--- config.mk ---
export PLATFORM = sky130hd
export DESIGN_NAME = task_dispatcher_flat
export DESIGN_NICKNAME = d
export VERILOG_FILES = /design/src/rtl/dispatch_pkg.sv /design/src/rtl/if_axi_light.sv /design/src/rtl/dispatch_fifo.sv /design/src/rtl/task_dispatcher.sv /design/src/flat_wrapper.sv
export SDC_FILE = /design/constraint.sdc
export NUM_CORES = 1
export LEC_CHECK = 0
export ABC_AREA = 1
export CORE_AREA = 2 2 162 164
export CTS_BUF_LIST = sky130_fd_sc_hd__clkbuf_16
export CTS_CLUSTER_SIZE = 8
export DETAILED_ROUTE_END_ITERATION = 7
export DIE_AREA = 0 0 164 166
export PLACE_DENSITY_LB_ADDON = 0.15
export RECOVER_POWER = 100
export SYNTH_ARGS = -nofsm -noshare
export SYNTH_HDL_FRONTEND = slang
export SYNTH_SLANG_ARGS = --single-unit
--- constraint.sdc ---
create_clock -name clk -period 4.75 [get_ports clk]
set_input_delay 1.1875 -clock clk [delete_from_list [all_inputs] [get_ports clk]]
set_output_delay 1.1875 -clock clk [all_outputs]
set_load 0.01 [all_outputs]
--- src/rtl/dispatch_pkg.sv ---
// Shared types and constants for the task dispatcher: FSM states, control-block
// address bit positions and AXI response codes.
package dispatch_pkg;

    localparam int AXI_ADDR_WIDTH = 32;
    localparam int AXI_DATA_WIDTH = 32;

    localparam int PROG_BIT = 7;
    localparam int BUSY_BIT = 8;
    localparam int NODE_LSB = 2;

    localparam logic [1:0] RESP_OKAY   = 2'b00;
    localparam logic [1:0] RESP_EXOKAY = 2'b01;
    localparam logic [1:0] RESP_SLVERR = 2'b10;
    localparam logic [1:0] RESP_DECERR = 2'b11;

    typedef enum logic [2:0] {
        IDLE,
        RD_REQ,
        RD_RESP,
        PICK,
        WR_REQ,
        WR_RESP,
        GAP
    } dispatch_state_t;

endpackage

--- src/rtl/if_axi_light.sv ---
// Minimal AXI-lite bundle (no prot/cache signals) used between the dispatcher
// and the control block.
interface if_axi_light;
    import dispatch_pkg::*;

    logic [AXI_ADDR_WIDTH-1:0] awaddr;
    logic                      awvalid;
    logic                      awready;
    logic [AXI_DATA_WIDTH-1:0] wdata;
    logic [3:0]                wstrb;
    logic                      wvalid;
    logic                      wready;
    logic [1:0]                bresp;
    logic                      bvalid;
    logic                      bready;
    logic [AXI_ADDR_WIDTH-1:0] araddr;
    logic                      arvalid;
    logic                      arready;
    logic [AXI_DATA_WIDTH-1:0] rdata;
    logic [1:0]                rresp;
    logic                      rvalid;
    logic                      rready;

    modport master (
        output awaddr, awvalid, wdata, wstrb, wvalid, bready, araddr, arvalid, rready,
        input  awready, wready, bresp, bvalid, arready, rdata, rresp, rvalid
    );

    modport slave (
        input  awaddr, awvalid, wdata, wstrb, wvalid, bready, araddr, arvalid, rready,
        output awready, wready, bresp, bvalid, arready, rdata, rresp, rvalid
    );

endinterface

--- src/rtl/dispatch_fifo.sv ---
// Synchronous first-word-fall-through FIFO holding pending program offsets;
// head is valid whenever empty is low.
module dispatch_fifo #(
    parameter int WIDTH = 32,
    parameter int DEPTH = 8,
    localparam int AW = $clog2(DEPTH)
) (
    input  logic             clk,
    input  logic             res,
    input  logic             push,
    input  logic             pop,
    input  logic [WIDTH-1:0] din,
    output logic [WIDTH-1:0] head,
    output logic [AW:0]      count,
    output logic             full,
    output logic             empty
);

    logic [WIDTH-1:0] mem [DEPTH];
    logic [AW-1:0]    wr_ptr;
    logic [AW-1:0]    rd_ptr;
    logic             do_push;
    logic             do_pop;

    assign full    = (count == (AW+1)'(DEPTH));
    assign empty   = (count == '0);
    assign do_push = push && !full;
    assign do_pop  = pop && !empty;
    assign head    = mem[rd_ptr];

    always_ff @(posedge clk) begin
        if (do_push) begin
            mem[wr_ptr] <= din;
        end
    end

    // Simultaneous push and pop leaves the occupancy unchanged.
    always_ff @(posedge clk) begin
        if (res) begin
            wr_ptr <= '0;
            rd_ptr <= '0;
            count  <= '0;
        end else begin
            if (do_push) begin
                wr_ptr <= wr_ptr + 1'b1;
            end
            if (do_pop) begin
                rd_ptr <= rd_ptr + 1'b1;
            end
            if (do_push && !do_pop) begin
                count <= count + 1'b1;
            end else if (!do_push && do_pop) begin
                count <= count - 1'b1;
            end
        end
    end

endmodule

--- src/rtl/task_dispatcher.sv ---
// Queues program offsets and hands each one to the next free processing node
// over AXI-lite. Define TASK_DISPATCHER_STATS_EN to build the dispatched/rejected counters.
module task_dispatcher
    import dispatch_pkg::*;
#(
    parameter int          NUM_NODES  = 4,
    parameter int          FIFO_DEPTH = 8,
    parameter logic [31:0] CTRL_BASE  = 32'h8000_0000,
    parameter int          POLL_GAP   = 16
) (
    input  logic                        clk,
    input  logic                        res,
    input  logic                        push_valid,
    output logic                        push_ready,
    input  logic [AXI_DATA_WIDTH-1:0]   push_offset,
    if_axi_light.master                 m_axi,
    output logic [$clog2(FIFO_DEPTH):0] fifo_count,
    output logic                        err,
    output logic [31:0]                 dispatched,
    output logic [15:0]                 rejected
);

    localparam int NODE_W = (NUM_NODES > 1) ? $clog2(NUM_NODES) : 1;
    localparam int GAP_W  = (POLL_GAP > 1) ? $clog2(POLL_GAP) : 1;
    localparam logic [NODE_W:0]   NUM_NODES_W = (NODE_W+1)'(NUM_NODES);
    localparam logic [GAP_W-1:0]  GAP_LAST    = GAP_W'(POLL_GAP - 1);
    localparam logic [31:0]       BUSY_ADDR   = CTRL_BASE | (32'd1 << BUSY_BIT);
    localparam logic [31:0]       PROG_ADDR   = CTRL_BASE | (32'd1 << PROG_BIT);

    dispatch_state_t state;
    dispatch_state_t next_state;

    logic [NUM_NODES-1:0]      busy;
    logic [NODE_W-1:0]         node;
    logic [NODE_W-1:0]         last_node;
    logic [NODE_W-1:0]         pick_node;
    logic                      pick_found;
    logic [NODE_W:0]           cand;
    logic                      aw_done;
    logic                      w_done;
    logic [GAP_W-1:0]          gap_cnt;
    logic                      push_accept;
    logic                      push_zero;
    logic                      fifo_pop;
    logic                      fifo_full;
    logic                      fifo_empty;
    logic [AXI_DATA_WIDTH-1:0] fifo_head;

    assign push_ready  = !fifo_full;
    assign push_accept = push_valid && push_ready;
    assign push_zero   = push_accept && (push_offset == '0);

    dispatch_fifo #(
        .WIDTH (AXI_DATA_WIDTH),
        .DEPTH (FIFO_DEPTH)
    ) u_fifo (
        .clk   (clk),
        .res   (res),
        .push  (push_accept && !push_zero),
        .pop   (fifo_pop),
        .din   (push_offset),
        .head  (fifo_head),
        .count (fifo_count),
        .full  (fifo_full),
        .empty (fifo_empty)
    );

    // Round-robin search starting just after the last node served.
    always_comb begin
        pick_found = 1'b0;
        pick_node  = '0;
        cand       = '0;
        for (int i = 1; i <= NUM_NODES; i++) begin
            cand = {1'b0, last_node} + (NODE_W+1)'(i);
            if (cand >= NUM_NODES_W) begin
                cand = cand - NUM_NODES_W;
            end
            if (!pick_found && !busy[cand[NODE_W-1:0]]) begin
                pick_found = 1'b1;
                pick_node  = cand[NODE_W-1:0];
            end
        end
    end

    always_ff @(posedge clk) begin
        if (res) begin
            state <= IDLE;
        end else begin
            state <= next_state;
        end
    end

    always_comb begin
        next_state      = state;
        fifo_pop        = 1'b0;
        m_axi.araddr    = BUSY_ADDR;
        m_axi.arvalid   = 1'b0;
        m_axi.rready    = 1'b0;
        m_axi.awaddr    = PROG_ADDR | (32'(node) << NODE_LSB);
        m_axi.awvalid   = 1'b0;
        m_axi.wdata     = fifo_head;
        m_axi.wstrb     = '1;
        m_axi.wvalid    = 1'b0;
        m_axi.bready    = 1'b0;
        case (state)
            IDLE: begin
                if (!fifo_empty) begin
                    next_state = RD_REQ;
                end
            end
            RD_REQ: begin
                m_axi.arvalid = 1'b1;
                if (m_axi.arready) begin
                    next_state = RD_RESP;
                end
            end
            RD_RESP: begin
                m_axi.rready = 1'b1;
                if (m_axi.rvalid) begin
                    next_state = (m_axi.rresp == RESP_OKAY) ? PICK : GAP;
                end
            end
            PICK: begin
                next_state = pick_found ? WR_REQ : GAP;
            end
            WR_REQ: begin
                m_axi.awvalid = !aw_done;
                m_axi.wvalid  = !w_done;
                if ((aw_done || m_axi.awready) && (w_done || m_axi.wready)) begin
                    next_state = WR_RESP;
                end
            end
            WR_RESP: begin
                m_axi.bready = 1'b1;
                if (m_axi.bvalid) begin
                    if (m_axi.bresp == RESP_OKAY) begin
                        fifo_pop   = 1'b1;
                        next_state = IDLE;
                    end else begin
                        next_state = GAP;
                    end
                end
            end
            GAP: begin
                if (gap_cnt == GAP_LAST) begin
                    next_state = RD_REQ;
                end
            end
            default: next_state = IDLE;
        endcase
        // Reset must silence the bus in the very cycle it is asserted.
        if (res) begin
            m_axi.arvalid = 1'b0;
            m_axi.rready  = 1'b0;
            m_axi.awvalid = 1'b0;
            m_axi.wvalid  = 1'b0;
            m_axi.bready  = 1'b0;
            fifo_pop      = 1'b0;
        end
    end

    always_ff @(posedge clk) begin
        if (res) begin
            busy      <= '0;
            node      <= '0;
            last_node <= NODE_W'(NUM_NODES - 1);
            aw_done   <= 1'b0;
            w_done    <= 1'b0;
            gap_cnt   <= '0;
            err       <= 1'b0;
        end else begin
            gap_cnt <= (state == GAP) ? gap_cnt + 1'b1 : '0;
            if (push_zero) begin
                err <= 1'b1;
            end
            case (state)
                RD_RESP: begin
                    if (m_axi.rvalid) begin
                        if (m_axi.rresp == RESP_OKAY) begin
                            busy <= m_axi.rdata[NUM_NODES-1:0];
                        end else begin
                            err <= 1'b1;
                        end
                    end
                end
                PICK: begin
                    node    <= pick_node;
                    aw_done <= 1'b0;
                    w_done  <= 1'b0;
                end
                WR_REQ: begin
                    if (m_axi.awvalid && m_axi.awready) begin
                        aw_done <= 1'b1;
                    end
                    if (m_axi.wvalid && m_axi.wready) begin
                        w_done <= 1'b1;
                    end
                end
                WR_RESP: begin
                    if (m_axi.bvalid) begin
                        if (m_axi.bresp == RESP_OKAY) begin
                            last_node <= node;
                        end else begin
                            err <= 1'b1;
                        end
                    end
                end
                default: ;
            endcase
        end
    end

`ifdef TASK_DISPATCHER_STATS_EN
    always_ff @(posedge clk) begin
        if (res) begin
            dispatched <= '0;
            rejected   <= '0;
        end else begin
            if (fifo_pop) begin
                dispatched <= dispatched + 1'b1;
            end
            if (push_zero) begin
                rejected <= rejected + 1'b1;
            end
        end
    end
`else
    assign dispatched = '0;
    assign rejected   = '0;
`endif

endmodule
--- src/flat_wrapper.sv ---
// flat-port wrapper written by rule: the top's interface ports become plain ports
module task_dispatcher_flat import dispatch_pkg::*;
#(
    parameter int          NUM_NODES  = 4,
    parameter int          FIFO_DEPTH = 8,
    parameter logic [31:0] CTRL_BASE  = 32'h8000_0000,
    parameter int          POLL_GAP   = 16
)
  (clk, res, push_valid, push_ready, push_offset, fifo_count, err, dispatched, rejected, m_axi_awaddr, m_axi_awvalid, m_axi_wdata, m_axi_wstrb, m_axi_wvalid, m_axi_bready, m_axi_araddr, m_axi_arvalid, m_axi_rready, m_axi_awready, m_axi_wready, m_axi_bresp, m_axi_bvalid, m_axi_arready, m_axi_rdata, m_axi_rresp, m_axi_rvalid);
  if_axi_light m_axi_i ();
  input  logic clk;
  input  logic res;
  input  logic push_valid;
  output logic push_ready;
  input  logic [AXI_DATA_WIDTH-1:0] push_offset;
  output logic [$clog2(FIFO_DEPTH):0] fifo_count;
  output logic err;
  output logic [31:0] dispatched;
  output logic [15:0] rejected;
  output wire logic [$bits(m_axi_i.awaddr)-1:0] m_axi_awaddr;
  output wire logic [$bits(m_axi_i.awvalid)-1:0] m_axi_awvalid;
  output wire logic [$bits(m_axi_i.wdata)-1:0] m_axi_wdata;
  output wire logic [$bits(m_axi_i.wstrb)-1:0] m_axi_wstrb;
  output wire logic [$bits(m_axi_i.wvalid)-1:0] m_axi_wvalid;
  output wire logic [$bits(m_axi_i.bready)-1:0] m_axi_bready;
  output wire logic [$bits(m_axi_i.araddr)-1:0] m_axi_araddr;
  output wire logic [$bits(m_axi_i.arvalid)-1:0] m_axi_arvalid;
  output wire logic [$bits(m_axi_i.rready)-1:0] m_axi_rready;
  input wire logic [$bits(m_axi_i.awready)-1:0] m_axi_awready;
  input wire logic [$bits(m_axi_i.wready)-1:0] m_axi_wready;
  input wire logic [$bits(m_axi_i.bresp)-1:0] m_axi_bresp;
  input wire logic [$bits(m_axi_i.bvalid)-1:0] m_axi_bvalid;
  input wire logic [$bits(m_axi_i.arready)-1:0] m_axi_arready;
  input wire logic [$bits(m_axi_i.rdata)-1:0] m_axi_rdata;
  input wire logic [$bits(m_axi_i.rresp)-1:0] m_axi_rresp;
  input wire logic [$bits(m_axi_i.rvalid)-1:0] m_axi_rvalid;
  assign m_axi_awaddr = m_axi_i.awaddr;
  assign m_axi_awvalid = m_axi_i.awvalid;
  assign m_axi_wdata = m_axi_i.wdata;
  assign m_axi_wstrb = m_axi_i.wstrb;
  assign m_axi_wvalid = m_axi_i.wvalid;
  assign m_axi_bready = m_axi_i.bready;
  assign m_axi_araddr = m_axi_i.araddr;
  assign m_axi_arvalid = m_axi_i.arvalid;
  assign m_axi_rready = m_axi_i.rready;
  assign m_axi_i.awready = m_axi_awready;
  assign m_axi_i.wready = m_axi_wready;
  assign m_axi_i.bresp = m_axi_bresp;
  assign m_axi_i.bvalid = m_axi_bvalid;
  assign m_axi_i.arready = m_axi_arready;
  assign m_axi_i.rdata = m_axi_rdata;
  assign m_axi_i.rresp = m_axi_rresp;
  assign m_axi_i.rvalid = m_axi_rvalid;
  task_dispatcher #(.NUM_NODES(NUM_NODES), .FIFO_DEPTH(FIFO_DEPTH), .CTRL_BASE(CTRL_BASE), .POLL_GAP(POLL_GAP)) u_core (.clk(clk), .res(res), .push_valid(push_valid), .push_ready(push_ready), .push_offset(push_offset), .m_axi(m_axi_i), .fifo_count(fifo_count), .err(err), .dispatched(dispatched), .rejected(rejected));
endmodule
==> results by stage, run 1 <==
Timing:
- At the pin with the least slew margin, the transition time is between 1 and 1.5 ns.
- The count of final max-slew check failures is 0.
- The final setup TNS is 0 ns.
- Setup repair after global routing left no endpoint under its margin.
- After layout, the minimum clock period comes to approximately 4.3 ns.
- The worst clock skew is 0.01528 ns.
- The number of hold violations in the final report is 0.
- In the finished design, the share of the clock period the worst path needs comes to 0.9062.
- The worst slew margin relative to its limit is 0.2356.
- The final setup violation count is 0.
- The fmax is between 200 and 250 MHz.

Critical path:
- Grouping stages by cell kind, the critical path spends the most delay in buffers and inverters.
- The master of the slowest instance on the critical path is sky130_fd_sc_hd__dlygate4sd3_1.
- The arrival time of data at the critical path endpoint is between 3 and 4 ns.
- The worst register-to-register path has a setup slack of 1.68 ns.
- The worst register-to-register path ends at u_core.u_fifo.mem[0][4].
- The buffer and inverter count on the worst path is 3.
- The worst setup path is of the input pin to primary output kind.
- Counting cells, the worst reg-to-reg path comes to 8.
- The startpoint class of the critical path is an input pin.
- STA puts the critical path data required time at around 3.6 ns.
- In this design, the critical path's most frequently occurring cell is sky130_fd_sc_hd__dlygate4sd3_1.
- The endpoint kind of the worst setup timing path is a primary output.
- In this run the critical register-to-register path is launched from u_core.u_fifo.count[1].
- The largest single stage delay on the critical path is 0.71 ns.
- The maximum net fanout on the critical path is 13.
- Traced cell by cell, the critical path runs through dlygate4sd3_1 > clkbuf_1 > nor2_1 > dlygate4sd3_1.

Clocking:
- The count of hold buffers inserted by post-cts repair is 0.
- In this run the deepest clock path goes through 3 buffers.
- The clock transition at the register clock pins on the worst setup and hold paths after CTS is approximately 0.050 ns.
- Once the clock tree was built, the setup fixing pass inserted 0 buffers.
- The TritonCTS clock tree is done.
- In this run, post-CTS repair resized a total of 0 instances.
- The H-tree generated during clock tree synthesis spans 2 levels.
- The worst-skew pair later-pin latency is ~0.5 ns.
- The clock root buffer master is sky130_fd_sc_hd__clkbuf_16.
- The number of CTS-inserted buffers is between 40 and 50.
- The number of clock sinks is 287.

Route:
- The average via count per standard cell is 5.078.
- The post-route antenna net violation count is 0.
- The detail-routed net length per standard cell is roughly 16 µm.
- The routed wire length is approximately 26000 µm.
- The via count of the routed design is between 7k and 8k.
- The DRC violation count after routing is 0.
- The first TritonRoute pass finished after 5 iterations.
- After the first detailed-routing iteration, the DRC count stood at roughly 550.

GRT:
- The largest net degree at the start of global routing is just under 80.
- The first global-routing pass estimated approximately 40000 µm of wire.
- For this run the aggregate overflow at the end of global routing stands at 0.
- Across every metal layer, demand over resource in global routing totals 0.1868.
- The number of global-route vias before repair is 7451.
- The number of antenna violations at the first check in global routing is 0.

Die:
- The floorplan row count is slightly below 60.
- The initial core utilization is 0.4883.
- During I/O placement, the number of pins put on the boundary was ~240.
- The area of the die is 0.02722 mm².
- In this run the vertical extent of the chip is 166 µm.
- The core region is 0.02562 mm².
- The horizontal die dimension is 164 µm.

Power and ir drop:
- The logic gate share of total power is 0.094.
- The share of total power dissipated in the clock network is 0.421.
- The worst-case IR drop observed on VDD is 0.0002122 V.
- The total power per unit cell area is around 410 mW/mm².
- The share of power burned in registers is 0.486.
- The internal power of the cells totals roughly 4.7 mW.
- Of the total power, the share spent switching nets is 0.2260.
- The total leakage power is 5.327 nW.
- The analysis attributes to net switching a power of 1.359 mW.

Synth:
- Yosys printed 0 warnings.
- After synthesis, the mean cell area works out to between 10 and 15 µm².
- In this run, synthesis inferred about 260 flip-flops with an integrated enable.
- The fraction of registers with async set or reset after synthesis is 0.
- The share of synthesized area in the top cell type comes to 0.6146.
- The mapped netlist covers 0.01251 mm².
- Counting instances in the post-synthesis netlist gives the leading cell types as sky130_fd_sc_hd__nor2_1, sky130_fd_sc_hd__edfxtp_1, sky130_fd_sc_hd__o21ai_0.
- The post-synthesis register bit count is ~290.
- The synthesized netlist cell count is between 1k and 1.5k.
- The cell taking the most area after synthesis is sky130_fd_sc_hd__edfxtp_1.
- The share of the Yosys chip area taken by registers is 0.6643.
- sky130_fd_sc_hd__nor2_1 is the most common cell in the netlist.
- In the synthesized netlist the dominant register cell turns out to be sky130_fd_sc_hd__edfxtp_1.
- The post-synthesis cell type count is 36.
- In the post-synthesis netlist, the biggest area contributors are sky130_fd_sc_hd__edfxtp_1, sky130_fd_sc_hd__nor2_1, sky130_fd_sc_hd__buf_4, sky130_fd_sc_hd__o21ai_0, sky130_fd_sc_hd__dfxtp_1.

Run:
- The max capacitance violation total is 0.

Final layout:
- Once layout is complete, the utilization of the core stands at 0.5675.
- 0 antenna diodes ended up in the layout.
- The area growth from synthesis to layout is 16.23%.
- After the last flow step, the layout net total stands at roughly 1.3k.
- In the final layout, the share of cells above drive strength 1 is 0.07351.

Status:
- The run finished with clean final reports.

Hold path:
- The worst hold path startpoint is u_core.gap_cnt[0].
- The tightest min-delay check is of the flip-flop to flip-flop type.
- The worst hold path cell count is 1.
- The end of the worst hold path is u_core.gap_cnt[0].

Placed design:
- The half-perimeter wire length after placement is 14570 µm.
- Buffers placed on the I/O ports in this run total 92.
- The congestion estimate from routability-driven global placement came to ~0.84.
## layout make-up
cell class / instances / area, µm²
clock inverters: 8 / 35.03
fillers: 2159 / 11080
inverters: 34 / 128.9
multi-input cells: 753 / 3443
well taps: 335 / 419.2
clock buffers: 43 / 1076
flip-flops and latches: 287 / 8313
repair buffers: 113 / 1121
## flip-flops by register name, indices dropped and copies added, names as in the netlist, 2 cells and up, named ones only
register	cells
u_core.last_node	2
u_core.state	3
u_core.busy	4
u_core.gap_cnt	4
u_core.u_fifo.mem	256
u_core.node	2
u_core.u_fifo.rd_ptr	3
u_core.u_fifo.count	4
u_core.u_fifo.wr_ptr	3
## cell usage in the layout, fill, tap and decap left out, drive strengths merged
cell and n:
edfxtp 256, xor2 4, nand2 76, or2 2, o211ai 2, o21ai 144, dlygate4sd3 76, clkdlybuf4s50 16
conb 114, inv 39, clkinv 3, nor3 6, o21bai 1, nand3 16, nand4 3, clkbuf 54
nor2 291, nor3b 1, dfxtp 31, nand3b 1, and3 1, buf 10, a31oi 32, a21oi 19
o22ai 33, fa 1, ha 6
## cell families (layout without fill, tap and decap cells)
group,Yosys count,after routing,synth area share
AO/OA/AOI/OAI,231,231,0.09954
XOR/XNOR,4,4,0.002801
adder cells (fa/ha/maj),7,7,0.007603
buffers and inverters,200,198,0.09734
flip-flops,287,287,0.6643
other,2,114,0.0006005
AND/OR/NAND/NOR,397,397,0.1279
## metrics by stage
stage | setup slack [ns] | hold WS [ns] | power, mW | std cells | cell area (µm²)
after floorplan | 1.094 | 0.4179 | 3.369 | 1240 | 12930
after global placement | 0.6618 | 0.4332 | 3.562 | 1522 | 13540
after detailed placement | 0.6329 | 0.4481 | 3.573 | 1522 | 13540
after CTS | 0.6780 | 0.4595 | 6.104 | 1573 | 14650
after global routing | 0.2820 | 0.4727 | 6.254 | 1573 | 14540
final | 0.4456 | 0.4576 | 6.013 | 1573 | 14540
## worst max-delay path by stage
stage	from	end	slack [ns]	cells after the start
3_5_place_dp	push_offset[30]	u_core.u_fifo.count[3]	0.63	16
2_1_floorplan	push_offset[5]	u_core.u_fifo.mem[0][0]	1.09	9
3_3_place_gp	push_offset[30]	u_core.u_fifo.count[3]	0.66	16
6_report	res	m_axi_arvalid	0.45	4
4_1_cts	flip-flop	m_axi_wdata[2]	0.68	6
5_1_grt	push_offset[30]	u_core.u_fifo.mem[0][17]	0.28	11
## power by group through the flow
stage | clock network [mW] | registers [mW] | logic (mW)
floorplan | 0 | 2.96 | 0.405
global placement | 0 | 2.96 | 0.599
detailed placement | 0 | 2.97 | 0.606
CTS | 2.57 | 2.92 | 0.609
global route | 2.68 | 2.93 | 0.640
finish | 2.53 | 2.92 | 0.563
## routing by layer
layer  vias up  track usage  wire (µm)
met3        31      0.03372       1291
met2       234       0.3085      12170
met5         -            0          0
met4         0      0.04996        434
li1       3900            -          -
met1      3822       0.2556      11620
(Power assumes the default switching activity.)
==> run 2: changes to the inputs <==
CTS_BUF_LIST = default   (was sky130_fd_sc_hd__clkbuf_16)
==> run 2 against run 1 <==
  * Clock skew decreased by 0.00057 ns
  * Sequential share of layout area unchanged
  * Wire length is essentially flat
  * Utilization is the same
  * Flip-flop and latch count did not move
  * Via count about the same
  * Clock power is essentially flat
  * Final area did not move
  * Largest cell class unchanged
==> results by stage, run 2 (same netlist as run 1, synthesis figures left out) <==
Status:
- Run status: completed (unchanged).

Route:
- The starting DRC count in detailed routing is 553 (was 554).
- The routed wire length is 25500 µm (was 25520 µm).
- The post-route antenna net violation count was 0 (unchanged).
- The average via count per standard cell is 5.074 (was 5.078).
- The length of the first detailed-routing pass in iterations is 5 (unchanged).
- The DRC violation count after routing came to 0 (unchanged).
- The detail-routed net length per standard cell is 16.21 µm (was 16.22 µm).
- The via count of the routed design came to 7982 (was 7987).

Timing:
- The fmax is 232.3 MHz (about the same).
- The worst clock skew is 0.01471 ns (was 0.01528 ns).
- The number of hold violations in the final report is 0 (unchanged).
- The tightest hold margin was 0.4587 ns (was 0.4576 ns).
- The transition time at the pin with the least slew margin came to 1.146 ns (was 1.147 ns).
- RSZ-0062 raised after global routing: no (unchanged).
- The final setup TNS came to 0 ns (unchanged).
- The worst slew margin relative to its limit is 0.2357 (was 0.2356).
- The count of final max-slew check failures came to 0 (unchanged).
- The final setup violation count is 0 (unchanged).
- The clock period minus final worst setup slack came to 4.304 ns (about the same).
- The worst path setup slack after routing is 0.4455 ns (was 0.4456 ns).
- The post-route fraction of the period consumed by the critical path was 0.9062 (about the same).

Critical path:
- The dominant cell type by count on the critical path is sky130_fd_sc_hd__dlygate4sd3_1 (unchanged).
- The required time at the endpoint of the critical path came to 3.56 ns (about the same).
- The worst stage delay on the critical path is 0.71 ns (about the same).
- The class of the most critical setup path is input pin to primary output (unchanged).
- The master of the slowest instance on the critical path is sky130_fd_sc_hd__dlygate4sd3_1 (unchanged).
- The flop-to-flop setup slack is 1.68 ns (about the same).
- The maximum net fanout on the critical path is 13 (unchanged).
- The largest delay contributor family on the critical path is buffers and inverters (unchanged).
- The startpoint class of the critical path is an input pin (unchanged).
- The buffer and inverter count on the worst path is 3 (unchanged).
- The arrival time of data at the critical path endpoint is 3.12 ns (about the same).
- The worst flop-to-flop path startpoint is u_core.u_fifo.count[1] (unchanged).
- The path depth of the worst reg2reg path is 8 (unchanged).
- The capturing point of the worst reg2reg path is u_core.u_fifo.mem[0][4] (unchanged).
- The endpoint kind of the worst setup timing path is a primary output (unchanged).
- Cell breakdown of the critical path: dlygate4sd3_1 > clkbuf_1 > nor2_1 > dlygate4sd3_1 (unchanged).

Power and ir drop:
- The internal portion of total power is 4.669 mW (was 4.654 mW).
- The total power draw is 6.027 mW (was 6.013 mW).
- The net switching fraction of the power is 0.2252 (was 0.2260).
- The highest ir drop seen on vdd is 0.0002122 V (about the same).
- The relative contribution of the clock network to total power is 0.422 (was 0.421).
- The total leakage power is 5.298 nW (was 5.327 nW).
- The logic gate share of total power is 0.093 (was 0.094).
- The total net switching power is 1.357 mW (was 1.359 mW).
- The share of power burned in registers was 0.485 (was 0.486).
- The total power per unit cell area came to 414.6 mW/mm² (was 413.6 mW/mm²).

Die:
- The floorplan row count is 59 (unchanged).
- The placeable core area is 0.02562 mm² (unchanged).
- The horizontal die dimension is 164 µm (unchanged).
- The number of top-level pins is 235 (unchanged).
- The area of the die is 0.02722 mm² (unchanged).
- The initial core utilization is 0.4883 (unchanged).
- The height of the die is 166 µm (unchanged).

Final layout:
- The final-stage net count is 1313 (unchanged).
- The total non-filler cell area in the finished layout is 0.01454 mm² (unchanged).
- The area growth from synthesis to layout is 16.23% (unchanged).
- The flip-flop count of the largest register, all copies and words added was 256 (unchanged).
- The most common cell after layout, fill and taps aside is sky130_fd_sc_hd__nor2_1 (unchanged).
- The number of antenna repair diodes is 0 (unchanged).
- Most used cells in the layout excluding fill and tap cells: sky130_fd_sc_hd__nor2_1, sky130_fd_sc_hd__edfxtp_1, sky130_fd_sc_hd__o21ai_0 (unchanged).
- The register name with the most flops is u_core.u_fifo.mem (unchanged).
- The share of post-route cells with drive strength above 1 is 0.07351 (unchanged).

GRT:
- The number of global-route vias before repair is 7451 (unchanged).
- The number of antenna violations at the first check in global routing is 0 (unchanged).
- The largest net degree at the start of global routing is 77 (unchanged).
- The first-pass GRT wire length is 39880 µm (unchanged).
- The final global-route overflow total came to 0 (unchanged).
- The global-route usage over all layers is 0.1868 (unchanged).

Hold path:
- The worst hold path cell count is 1 (unchanged).
- The class of the tightest hold or removal check is flip-flop to flip-flop (unchanged).
- The worst hold path startpoint was u_core.gap_cnt[0] (unchanged).
- The end of the worst hold path was u_core.gap_cnt[0] (unchanged).

Placed design:
- The half-perimeter wire length after placement was 14570 µm (unchanged).
- The number of buffers inserted by port buffering came to 92 (unchanged).
- The worst slack at placement came to 0.6329 ns (unchanged).
- The final RePlAce weighted congestion was 0.8429 (unchanged).
- The placed standard-cell area was 0.01354 mm² (unchanged).

Clocking:
- The number of post-CTS setup repair buffers is 0 (unchanged).
- The number of instances resized during post-cts repair is 0 (unchanged).
- The TritonCTS clock tree is done (unchanged).
- The number of clock sinks is 287 (unchanged).
- The number of CTS-inserted buffers came to 41 (unchanged).
- The clock root buffer master was sky130_fd_sc_hd__clkbuf_16 (unchanged).
- The maximum count of clock buffers along a single path was 3 (unchanged).
- The count of hold buffers inserted by post-cts repair is 0 (unchanged).
- The count of H-tree levels built during CTS is 2 (unchanged).
- The clock transition at the register clock pins on the worst setup and hold paths after CTS is 0.05 ns (about the same).
- The worst-skew pair later-pin latency came to 0.51 ns (about the same).

Run:
- The max capacitance violation total is 0 (unchanged).
-- run 2: changes by cell type in the layout (fill, tap and decap cells not counted) --
cell	previous run	this run
sky130_fd_sc_hd__inv_1	30	23
sky130_fd_sc_hd__clkbuf_1	4	11
-- run 2: power by group through the flow --
stage	Clock (mW)	Sequential [mW]	Combinational (mW)
finish	2.54	2.92	0.563
global route	2.70	2.93	0.640
CTS	2.59	2.92	0.609
detailed placement	0	2.97	0.606
global placement	0	2.96	0.599
floorplan	0	2.96	0.405
-- run 2: layout make-up --
| cell class | instances | area (µm²) |
|---|---|---|
| well taps | 335 | 419.2 |
| flip-flops and latches | 287 | 8313 |
| multi-input cells | 753 | 3443 |
| repair buffers | 113 | 1121 |
| inverters | 34 | 128.9 |
| clock buffers | 50 | 1102 |
| clock inverters | 1 | 8.758 |
| fillers | 2159 | 11080 |
-- run 2: worst max path at each step --
| stage | startpoint | endpoint | slack, ns | depth (start not counted) |
|---|---|---|---|---|
| finish | res | m_axi_arvalid | 0.45 | 4 |
| global route | push_offset[30] | u_core.u_fifo.mem[0][17] | 0.28 | 11 |
| CTS | flip-flop | m_axi_wdata[2] | 0.68 | 6 |
| detailed placement | push_offset[30] | u_core.u_fifo.count[3] | 0.63 | 16 |
| global placement | push_offset[30] | u_core.u_fifo.count[3] | 0.66 | 16 |
| floorplan | push_offset[5] | u_core.u_fifo.mem[0][0] | 1.09 | 9 |
-- run 2: stage by stage --
| step | instances | utilization |
|---|---|---|
| after floorplan | 1240 | - |
| after global placement | 1522 | 0.5286 |
| after detailed placement | 1522 | 0.5286 |
| after CTS | 1573 | 0.5719 |
| after global routing | 1573 | 0.5675 |
| final | 1573 | 0.5675 |
-- run 2: worst register-to-register path, cell delays in order, from the launching register on --
cell                       delay [ns]
sky130_fd_sc_hd__dfxtp_1         0.43
sky130_fd_sc_hd__nor2_1          0.09
sky130_fd_sc_hd__nand3_1         0.12
sky130_fd_sc_hd__nand2_1         0.06
sky130_fd_sc_hd__nor2_1          0.32
sky130_fd_sc_hd__clkinv_1        0.14
sky130_fd_sc_hd__or2_0           0.39
sky130_fd_sc_hd__nor2_4          0.40
sky130_fd_sc_hd__clkbuf_2        0.73
-- run 2: metal layers --
metal / up-vias / global-route usage / share of wire
li1: 3901 / - / -
met3: 31 / 0.03372 / 0.051
met5: - / 0 / 0
met2: 237 / 0.3085 / 0.48
met4: 0 / 0.04996 / 0.017
met1: 3813 / 0.2556 / 0.45
